<file path="src/rtl/mux_pkg.sv">
// Shared types for the scanning N:1 multiplexer: scan FSM states and mode encodings.
package mux_pkg;

   typedef enum logic [1:0] {
      IDLE  = 2'd0,
      DWELL = 2'd1,
      EMIT  = 2'd2
   } state_e;

   localparam logic MODE_DIRECT = 1'b0;
   localparam logic MODE_SCAN   = 1'b1;

endpackage

</file>
<file path="src/rtl/next_ch_sel.sv">
// Round-robin helper: next set mask bit strictly above cur_i, wrapping to the lowest set bit.
// low_o is the lowest set bit on its own; none_o flags an all-zero mask (both indices are 0 then).
module next_ch_sel #(
   parameter int N    = 8,
   parameter int SELW = $clog2(N)
) (
   input  logic [N-1:0]    mask_i,
   input  logic [SELW-1:0] cur_i,
   output logic [SELW-1:0] nxt_o,
   output logic [SELW-1:0] low_o,
   output logic            none_o
);

   logic hit;

   always_comb begin
      nxt_o  = '0;
      low_o  = '0;
      none_o = 1'b1;
      hit    = 1'b0;
      // Descending scans so the last match is the lowest qualifying index.
      for (int k = N - 1; k >= 0; k--) begin
         if (mask_i[k]) begin
            low_o  = SELW'(k);
            none_o = 1'b0;
         end
      end
      for (int k = N - 1; k >= 0; k--) begin
         if (mask_i[k] && (k > int'(cur_i))) begin
            nxt_o = SELW'(k);
            hit   = 1'b1;
         end
      end
      if (!hit) begin
         nxt_o = low_o;
      end
   end

endmodule

</file>
<file path="src/rtl/mux_scan_nx1.sv">
// N-channel W-bit mux with a registered valid/ready output; direct select or
// autonomous round-robin scan over enabled channels with a programmable dwell.
module mux_scan_nx1
   import mux_pkg::*;
#(
   parameter int N      = 8,
   parameter int W      = 8,
   parameter int SELW   = $clog2(N),
   parameter int DWELLW = 8
) (
   input  logic              clk,
   input  logic              rst_n,
   input  logic [N*W-1:0]    din,
   input  logic [SELW-1:0]   sel,
   input  logic              mode,
   input  logic [N-1:0]      ch_mask,
   input  logic [DWELLW-1:0] dwell,
   input  logic              start,
   output logic [W-1:0]      out_data,
   output logic [SELW-1:0]   out_ch,
   output logic              out_valid,
   input  logic              out_ready,
   output logic              busy
);

   state_e            state_q, state_d;
   logic [DWELLW-1:0] cnt_q, cnt_d;
   logic [SELW-1:0]   ptr_q, ptr_d;
   logic [W-1:0]      data_q, data_d;
   logic [SELW-1:0]   ch_q, ch_d;
   logic              valid_q, valid_d;

   logic              free;
   logic [SELW-1:0]   nxt_ch;
   logic [SELW-1:0]   low_ch;
   logic              mask_none;

   // Out-of-range indices (possible when N is not a power of two) read as zero.
   function automatic logic [W-1:0] pick(input logic [N*W-1:0] bus,
                                         input logic [SELW-1:0] idx);
      pick = '0;
      for (int k = 0; k < N; k++) begin
         if (idx == SELW'(k)) begin
            pick = bus[k*W +: W];
         end
      end
   endfunction

   assign free = !valid_q || out_ready;

   next_ch_sel #(
      .N    (N),
      .SELW (SELW)
   ) u_next_ch_sel (
      .mask_i (ch_mask),
      .cur_i  (ptr_q),
      .nxt_o  (nxt_ch),
      .low_o  (low_ch),
      .none_o (mask_none)
   );

   always_ff @(posedge clk or negedge rst_n) begin
      if (!rst_n) begin
         state_q <= IDLE;
         cnt_q   <= '0;
         ptr_q   <= '0;
         data_q  <= '0;
         ch_q    <= '0;
         valid_q <= 1'b0;
      end else begin
         state_q <= state_d;
         cnt_q   <= cnt_d;
         ptr_q   <= ptr_d;
         data_q  <= data_d;
         ch_q    <= ch_d;
         valid_q <= valid_d;
      end
   end

   always_comb begin
      state_d = state_q;
      cnt_d   = cnt_q;
      ptr_d   = ptr_q;
      unique case (state_q)
         IDLE: begin
            if ((mode == MODE_SCAN) && start && !mask_none) begin
               ptr_d   = low_ch;
               cnt_d   = dwell;
               state_d = DWELL;
            end
         end
         DWELL: begin
            // Leave once the decremented count reaches zero: one sample every dwell+1 cycles, min 2.
            cnt_d = (cnt_q == '0) ? '0 : cnt_q - 1'b1;
            if (cnt_q <= DWELLW'(1)) begin
               state_d = EMIT;
            end
         end
         EMIT: begin
            if (free) begin
               ptr_d = nxt_ch;
               if ((mode == MODE_SCAN) && !mask_none) begin
                  cnt_d   = dwell;
                  state_d = DWELL;
               end else begin
                  state_d = IDLE;
               end
            end
         end
         default: state_d = IDLE;
      endcase
   end

   always_comb begin
      data_d  = data_q;
      ch_d    = ch_q;
      valid_d = valid_q && !out_ready;
      busy    = (state_q != IDLE);
      if ((state_q == IDLE) && (mode == MODE_DIRECT) && free) begin
         data_d  = pick(din, sel);
         ch_d    = sel;
         valid_d = 1'b1;
      end else if ((state_q == EMIT) && free) begin
         data_d  = pick(din, ptr_q);
         ch_d    = ptr_q;
         valid_d = 1'b1;
      end
   end

   assign out_data  = data_q;
   assign out_ch    = ch_q;
   assign out_valid = valid_q;

endmodule

</file>
<file path="config.mk">
export PLATFORM = sky130hd
export DESIGN_NAME = mux_scan_nx1
export DESIGN_NICKNAME = d
export VERILOG_FILES = /design/src/rtl/mux_pkg.sv /design/src/rtl/next_ch_sel.sv /design/src/rtl/mux_scan_nx1.sv
export SDC_FILE = /design/constraint.sdc
export NUM_CORES = 1
export LEC_CHECK = 0
export CORE_MARGIN = 2
export CORE_UTILIZATION = 41
export CTS_CLUSTER_DIAMETER = 150
export CTS_CLUSTER_SIZE = 28
export DETAILED_ROUTE_END_ITERATION = 10
export PLACE_DENSITY_LB_ADDON = 0.12
export SLEW_MARGIN = 15
export SYNTH_ARGS = -nofsm -noshare
export SYNTH_HDL_FRONTEND = slang
export SYNTH_SLANG_ARGS = --single-unit
</file>
<file path="constraint.sdc">
create_clock -name clk -period 2.1 [get_ports clk]
set_input_delay 0.42 -clock clk [delete_from_list [all_inputs] [get_ports clk]]
set_output_delay 0.42 -clock clk [all_outputs]
set_load 0.005 [all_outputs]
</file>
==> results.cfg, run 1 <==
[die]
start_util = 0.424
die_area_sq_um = 7230
core_area_sq_um = 6350
boundaryPins = 101
rows = 29
die_h_um = 85.0
die_x_um = 85.0

[setup_path]
crit_path_max_incr_delay_ns = 0.52
path_class = in -> reg
crit_fanout = 9
cp-end-kind = flop
critPathLaunchType = primary input
path_cells = clkdlybuf4s50_1 > buf_4 > mux2_1 > a221o_1 > a222oi_1 > o221ai_1
worstPathArrival_ns = 2.15
crit_required_ns = 2.26
cpMaxStageDelayCell = clkdlybuf4s50_1

[cells_and_area]
fin_cells = 507
layout.nets = 522
drive_above_1_share = 0.170
fillCellCount = 544
diodes = 0
syn2layout_area_growth_pct = 50.4

[timing]
finalHoldViolCount = 0
setup_viol = 0
relSlewSlack = 0.468
rsz0062_at_grt = no
max_freq_mhz = 501
period_share = 0.950
period_needed_ns = 1.99
max_slew.worst_pin.slew_ns = 0.792
finalMaxSlewViolations = 0
fin_skew_ns = 0.0129

[global_route]
grt_pass1_vias = 2969
grt_max_degree = 26
grt_pass1_wl_um = 14500
grt_use_total = 0.245
grt_overflow = 0
antenna_found_initial = 0

[pwr]
power_density_nw_per_um2 = 912
p_leak_uw = 0.00160
vdd.ir_drop.worst_uv = 572
total_power_uw = 3690

[detailed_routing]
drtIter0Drc = 239
via_per_inst = 5.99
drtAntennaViolNets = 0
wirelength_um = 8770
post_drt_wl_per_cell_um = 17.3
first_pass_iters = 5
num_vias = 3038
drcViolationCount = 0

[clocking]
cts_sinks = 25
clock_latency_ns = 0.28
clock_path_buffers = 2
cts.reportedPaths.clkPinSlew_ns = 0.11
ctsRootBufferMaster = clkbuf_8
h-tree-depth = 1
cts-buffers-inserted = 3
tritoncts = built

[yosys]
ys_seq_area_frac = 0.232
yosys.area.top_type = dfrtp_1
synth_most_common_cell = nand2_1
syn-num-nets = 398
synthTopCellsByCount = nand2_1, dfrtp_1, a21oi_1, o21ai_1, nor2_1
syn_inst = 307
async_reset_ff_frac = 1.00
syn_area_sq_um = 2690
synthTopCellsByArea = dfrtp_1, mux4_2, mux2i_1, a21oi_1, mux4_1
ys_warn_count = 0
synth_cell_types = 61
ys.flop_type = dfrtp_1
ys_ff_latch = 25
syn_avg_cell_area_sq_um = 8.77
synth-edff-count = 0
synth_top_area_frac = 0.232

[job]
max_cap_viol_count = 0

[placed_design]
numPortBuffers = 100
routabilityCongestion = 0.921
place.detailed.hpwl_um = 7000
placed_cells = 503

[worst_hold_path]
min_path_type = reg -> reg

[status]
outcome = complete, no violations
[critical path: cells and delay by family]
family / cells / cell delay (ns)
compound gates: 3 / 0.71
buf+inv: 2 / 0.70
mux: 1 / 0.32
[state kept, by name, summed over array words and instances, names as in the netlist]
signal and cells:
cnt_q 8, state_q 2, out_data 8, ptr_q 3, out_ch 3, out_valid 1
[where the power goes]
group | total (uW) | switching [uW] | internal [uW]
registers | 959 | 253 | 706
clock network | 311 | 176 | 135
logic | 2420 | 1130 | 1300
total | 3690 | 1550 | 2140
[timing repair]
item / CTS / global route
endpoints found under the setup margin: 0 / 1
setup buffers: 0 / 0
resized for setup: 0 / 1
hold buffers: 0 / 0
[metrics by stage]
step           hold slack [ns]  worst slack, ns   util  instance area, sq um  setup TNS (ns)
2_1_floorplan            0.124            0.363      -                  2690               0
3_3_place_gp             0.464           -0.152  0.629                  3990           -1.06
3_5_place_dp             0.469           -0.200  0.629                  3990           -1.77
4_1_cts                  0.492            0.106  0.636                  4040               0
5_1_grt                  0.508           0.0290  0.637                  4050               0
6_report                 0.486            0.106  0.637                  4050               0
[placed cells by master (no fill, tap or decap), types with 2 or more instances in the layout]
cell type / count
mux2_1: 3
dfrtp_1: 25
nand2b_1: 6
mux4_2: 11
mux4_1: 4
nand2_1: 28
buf_4: 36
mux2i_1: 14
nor3_1: 6
a21o_1: 2
a221o_1: 2
a2111oi_0: 2
mux2_2: 9
a22o_1: 2
a31oi_1: 3
o22ai_1: 8
clkdlybuf4s50_1: 100
a211oi_1: 4
nor2_1: 20
a222oi_1: 2
buf_12: 2
clkbuf_8: 3
o21a_1: 3
nor4_2: 2
o211ai_1: 7
nand3_1: 8
a221oi_1: 2
o21ai_0: 13
o21ai_1: 21
nor4_1: 2
nor3b_1: 4
nor2b_1: 10
ha_1: 3
o221ai_1: 5
inv_1: 9
a21oi_1: 23
[final timing paths]
check / startpoint / to / slack, ns / cells past startpoint
hold reg to reg: out_data[4] / out_data[4] / 0.49 / 2
setup / recovery: sel[1] / out_data[7] / 0.11 / 6
setup reg to reg: ptr_q[1] / ptr_q[0] / 0.23 / 6
hold / removal: out_data[4] / out_data[4] / 0.49 / 2
min in group asynchronous: rst_n / out_ch[1] / 0.51 / 2
max in group asynchronous: rst_n / out_data[3] / 1.31 / 2
[cell type report]
class,count,area (sq um),share of cell area
inverter,10,37.5,0.00927
timing repair buffer,138,1310,0.324
clock inverter,1,7.51,0.00185
tap,77,96.3,0.0238
clock buffer,3,41.3,0.0102
multi-input combinational,253,1930,0.476
sequential,25,626,0.155
[layer usage]
layer,up-vias,track usage,part of all wire
li1,1445,-,-
met5,-,0,0
met4,0,0.0664,0.020
met1,1419,0.345,0.45
met2,158,0.398,0.46
met3,16,0.0321,0.075
[cell families (layout without fill, tap and decap cells)]
logic type | after synthesis | in the layout | share of synthesized area
buffers and inverters | 29 | 152 | 0.0535
AND/OR/NAND/NOR | 97 | 97 | 0.189
adder cells (fa/ha/maj) | 3 | 3 | 0.0139
flip-flops | 25 | 25 | 0.232
multiplexers | 41 | 41 | 0.233
AO/OA/AOI/OAI | 112 | 112 | 0.278
Power figures use the tool's default switching activity.
==> run 2: changes to the inputs <==
Settings changed: CORE_MARGIN 2 to default.
==> results.cfg, run 2 (synthesized netlist as in run 1, its figures left out) <==
[placed_design]
numPortBuffers = 100
routabilityCongestion = 0.917
place.detailed.hpwl_um = 6720
placed_area_sq_um = 3980

[global_route]
grt_overflow = 0
grt_pass1_vias = 2984
grt_use_total = 0.256
antenna_found_initial = 0
grt_max_degree = 26
grt_pass1_wl_um = 14400
grt_busiest_layer = met2
grt.met1_usage = 0.355
use_met3 = 0.0487
use_met2 = 0.411

[timing]
period_needed_ns = 1.98
max_freq_mhz = 505
tns_ns = 0
period_share = 0.942
max_slew.worst_pin.slew_ns = 0.757
setup_viol = 0
finalMaxSlewViolations = 0
finalHoldViolCount = 0
fin_skew_ns = 0.00549
rsz0062_at_grt = no
relSlewSlack = 0.492

[pwr]
p_sw_frac = 0.418
power_density_nw_per_um2 = 905
p_seq_frac = 0.264
switching_power_uw = 1520
combPwrFrac = 0.655
vdd.ir_drop.worst_uv = 582
p_leak_uw = 0.00159
clkPwrFrac = 0.081
p_int_uw = 2120

[setup_path]
crit_fanout = 4
path_depth = 7
crit_required_ns = 2.29
r2r_setup_slack_ns = 0.18
critPathLaunchType = primary input
crit_path_max_incr_delay_ns = 0.48
critical_path.top_delay_family = compound AO/OA/AOI/OAI gates
r2r_cells = 6
cp-end-kind = flop
rr_startpoint = ptr_q[0]
r2r-end = ptr_q[0]
cpMaxStageDelayCell = clkdlybuf4s50_1
path_cells = clkdlybuf4s50_1 > o2bb2ai_1 > nand4_1 > o31a_1 > buf_4 > a211o_1 > a31oi_1
crit_buf_inv = 2
path_class = in -> reg
worstPathArrival_ns = 2.17

[cells_and_area]
final_util = 0.634
diodes = 0
syn2layout_area_growth_pct = 49.5
fillCellCount = 536
drive_above_1_share = 0.160
final_common_cell = clkdlybuf4s50_1
ff_latch_area_sq_um = 626
layout.nets = 518
layout_common_cells = clkdlybuf4s50_1, buf_4, nand2_1
multi_input_area_sq_um = 1920
fin_area_sq_um = 4020

[clocking]
cts_setup_buffers = 0
clock_latency_ns = 0.27
cts_sinks = 25
cts-buffers-inserted = 3
clock_path_buffers = 2
ctsRootBufferMaster = clkbuf_8
cts.reportedPaths.clkPinSlew_ns = 0.09
h-tree-depth = 1
holdBufCountCts = 0
tritoncts = built

[status]
outcome = complete, no violations

[detailed_routing]
via_per_inst = 5.99
wirelength_um = 8560
first_pass_iters = 4
drcViolationCount = 0
drtAntennaViolNets = 0
num_vias = 3011
drtIter0Drc = 217
post_drt_wl_per_cell_um = 17.0

[die]
die_area_sq_um = 6890
die_h_um = 83.0
rows = 29
start_util = 0.424
core_area_sq_um = 6350
die_x_um = 83.0
boundaryPins = 101

[worst_hold_path]
min_to = out_data[4]
min_path_type = reg -> reg
worstHoldPathCells = 2
hold_start = out_data[4]

[job]
max_cap_viol_count = 0
## run 2: per-stage QoR
step	power (uW)	hold slack, ns	worst slack [ns]	cells
after floorplan	2450	0.124	0.363	307
after global placement	3300	0.463	-0.198	499
after detailed placement	3340	0.469	-0.248	499
after CTS	3640	0.491	0.0383	503
after global routing	3930	0.503	0.0305	503
final	3640	0.485	0.121	503
## run 2: tightest hold or removal path: cells and delay by family, from the launching register on
family | cells | cell delay (ns)
DFF | 1 | 0.35
and+or+nand+nor | 2 | 0.10
## run 2: worst max path at each step
stage                          start          end  slack [ns]
after floorplan               sel[1]  out_data[1]        0.36
after global placement        sel[1]  out_data[1]       -0.20
after detailed placement      sel[1]  out_data[0]       -0.25
after CTS                     sel[1]  out_data[0]        0.04
after global routing      ch_mask[6]     ptr_q[1]        0.03
final                     ch_mask[6]     ptr_q[0]        0.12
## run 2: power by group through the flow
stage	Sequential (uW)	Combinational [uW]	Clock, uW
final	961	2390	294
after global routing	993	2620	319
after CTS	954	2380	304
after detailed placement	962	2380	0
after global placement	956	2350	0
after floorplan	876	1580	0
## run 2: cell type report
cell class              instances  share of cell area
flip-flops and latches         25               0.155
inverters                      10             0.00933
clock inverters                 1             0.00124
clock buffers                   3              0.0103
repair buffers                134               0.322
well taps                      77              0.0239
multi-input cells             253               0.478
## run 2: repair_timing
item                                    4_1_cts  5_1_grt
resized for setup                             0        1
endpoints found under the setup margin        0        4
hold endpoints to repair                      0        0
## run 2: metal layers
| metal | vias up | wire length (um) |
|---|---|---|
| met1 | 1401 | 3770 |
| met5 | - | 0 |
| met4 | 0 | 174 |
| li1 | 1442 | - |
| met2 | 152 | 3960 |
| met3 | 16 | 654 |
==> run 3: changes to the inputs <==
Settings changed: CORE_ASPECT_RATIO from default to 0.5, GPL_ROUTABILITY_DRIVEN from default to 1.
==> results.cfg, run 3 (synthesized netlist as in run 1, its figures left out) <==
[detailed_routing]
wirelength_um = 9020
post_drt_wl_per_cell_um = 17.6
num_vias = 3101
drtAntennaViolNets = 0
via_per_inst = 6.04
drtIter0Drc = 245
drcViolationCount = 0
first_pass_iters = 5

[timing]
rsz0062_at_grt = no
period_share = 0.944
fin_skew_ns = 0.00510
period_needed_ns = 1.98
max_slew.worst_pin.slew_ns = 0.748
relSlewSlack = 0.498
finalHoldViolCount = 0
setup_viol = 0
max_freq_mhz = 504
finalMaxSlewViolations = 0
holdWs_ns = 0.487

[global_route]
grt_pass1_wl_um = 14400
grt_pass1_vias = 3056
grt_max_degree = 26
antenna_found_initial = 0
grt_overflow = 0
grt_use_total = 0.267

[setup_path]
cp-end-kind = flop
path_class = in -> reg
crit_required_ns = 2.25
crit_fanout = 16
critPathLaunchType = primary input
worstPathArrival_ns = 2.13

[placed_design]
routabilityCongestion = 0.903
place.detailed.hpwl_um = 6910
numPortBuffers = 100

[pwr]
p_leak_uw = 0.00161
power_density_nw_per_um2 = 936
total_power_uw = 3810
vdd.ir_drop.worst_uv = 556

[clocking]
h-tree-depth = 1
clock_latency_ns = 0.26
cts_sinks = 25
holdBufCountCts = 0
cts-buffers-inserted = 3
tritoncts = built
clock_path_buffers = 2
cts.reportedPaths.clkPinSlew_ns = 0.07
ctsRootBufferMaster = clkbuf_16

[die]
start_util = 0.434
core_area_sq_um = 6210
boundaryPins = 101
rows = 20
die_area_sq_um = 6910
die_x_um = 117
die_h_um = 59.3

[cells_and_area]
diodes = 0
layout_common_cells = clkdlybuf4s50_1, buf_4, nand2_1
final_common_cell = clkdlybuf4s50_1
ff_latch_area_sq_um = 626
fillCellCount = 522
layout.nets = 517
multi_input_area_sq_um = 1920
syn2layout_area_growth_pct = 51.1
drive_above_1_share = 0.158

[status]
outcome = complete, no violations

[worst_hold_path]
min_path_type = reg -> reg

[job]
max_cap_viol_count = 0
## run 3: stage by stage
stage,setup WS (ns),util,TNS (ns),area [sq um],instances
floorplan,0.363,-,0,2690,307
CTS,0.0761,0.655,0,4070,513
finish,0.117,0.655,0,4070,513
global route,0.00590,0.655,0,4070,513
detailed placement,-0.194,0.642,-1.97,3980,509
global placement,-0.127,0.642,-1.26,3980,509
## run 3: worst max-delay path, cell delays in order
cell,delay (ns)
clkdlybuf4s50_1,0.59
nor4_2,0.09
buf_4,0.14
a21oi_1,0.34
o221ai_4,0.16
buf_12,0.17
a211oi_1,0.17
a21oi_1,0.06
## run 3: timing repair
item	4_1_cts	5_1_grt
endpoints found under the setup margin	0	1
gates resized for setup	0	1
setup buffers	0	0
## run 3: per-layer routing
metal	global-route usage	vias to the layer above	part of all wire
met5	0	-	0
met4	0.0597	0	0.014
met3	0.0470	17	0.080
met2	0.490	148	0.49
met1	0.331	1495	0.42
li1	-	1441	-
## run 3: final timing paths
kind / from / endpoint / slack, ns / cells past startpoint
max: ch_mask[5] / cnt_q[1] / 0.12 / 8
min: out_ch[2] / out_ch[2] / 0.49 / 2
max reg2reg: ptr_q[1] / out_data[0] / 0.23 / 4
min reg2reg: out_ch[2] / out_ch[2] / 0.49 / 2
max in group asynchronous: rst_n / out_ch[2] / 1.29 / 2
min in group asynchronous: rst_n / out_data[5] / 0.54 / 2
## run 3: where the power goes
| group | leakage (uW) | switching, uW | internal [uW] |
|---|---|---|---|
| clock | 0.0000415 | 185 | 263 |
| sequential | 0.000305 | 236 | 708 |
| combinational | 0.00126 | 1150 | 1270 |
| total | 0.00161 | 1570 | 2240 |
## run 3: layout make-up
class | count | area share
clock buffer | 3 | 0.0185
clock inverter | 1 | 0.00215
inverter | 10 | 0.00923
multi-input combinational | 253 | 0.472
sequential | 25 | 0.154
tap | 88 | 0.0271
timing repair buffer | 133 | 0.317
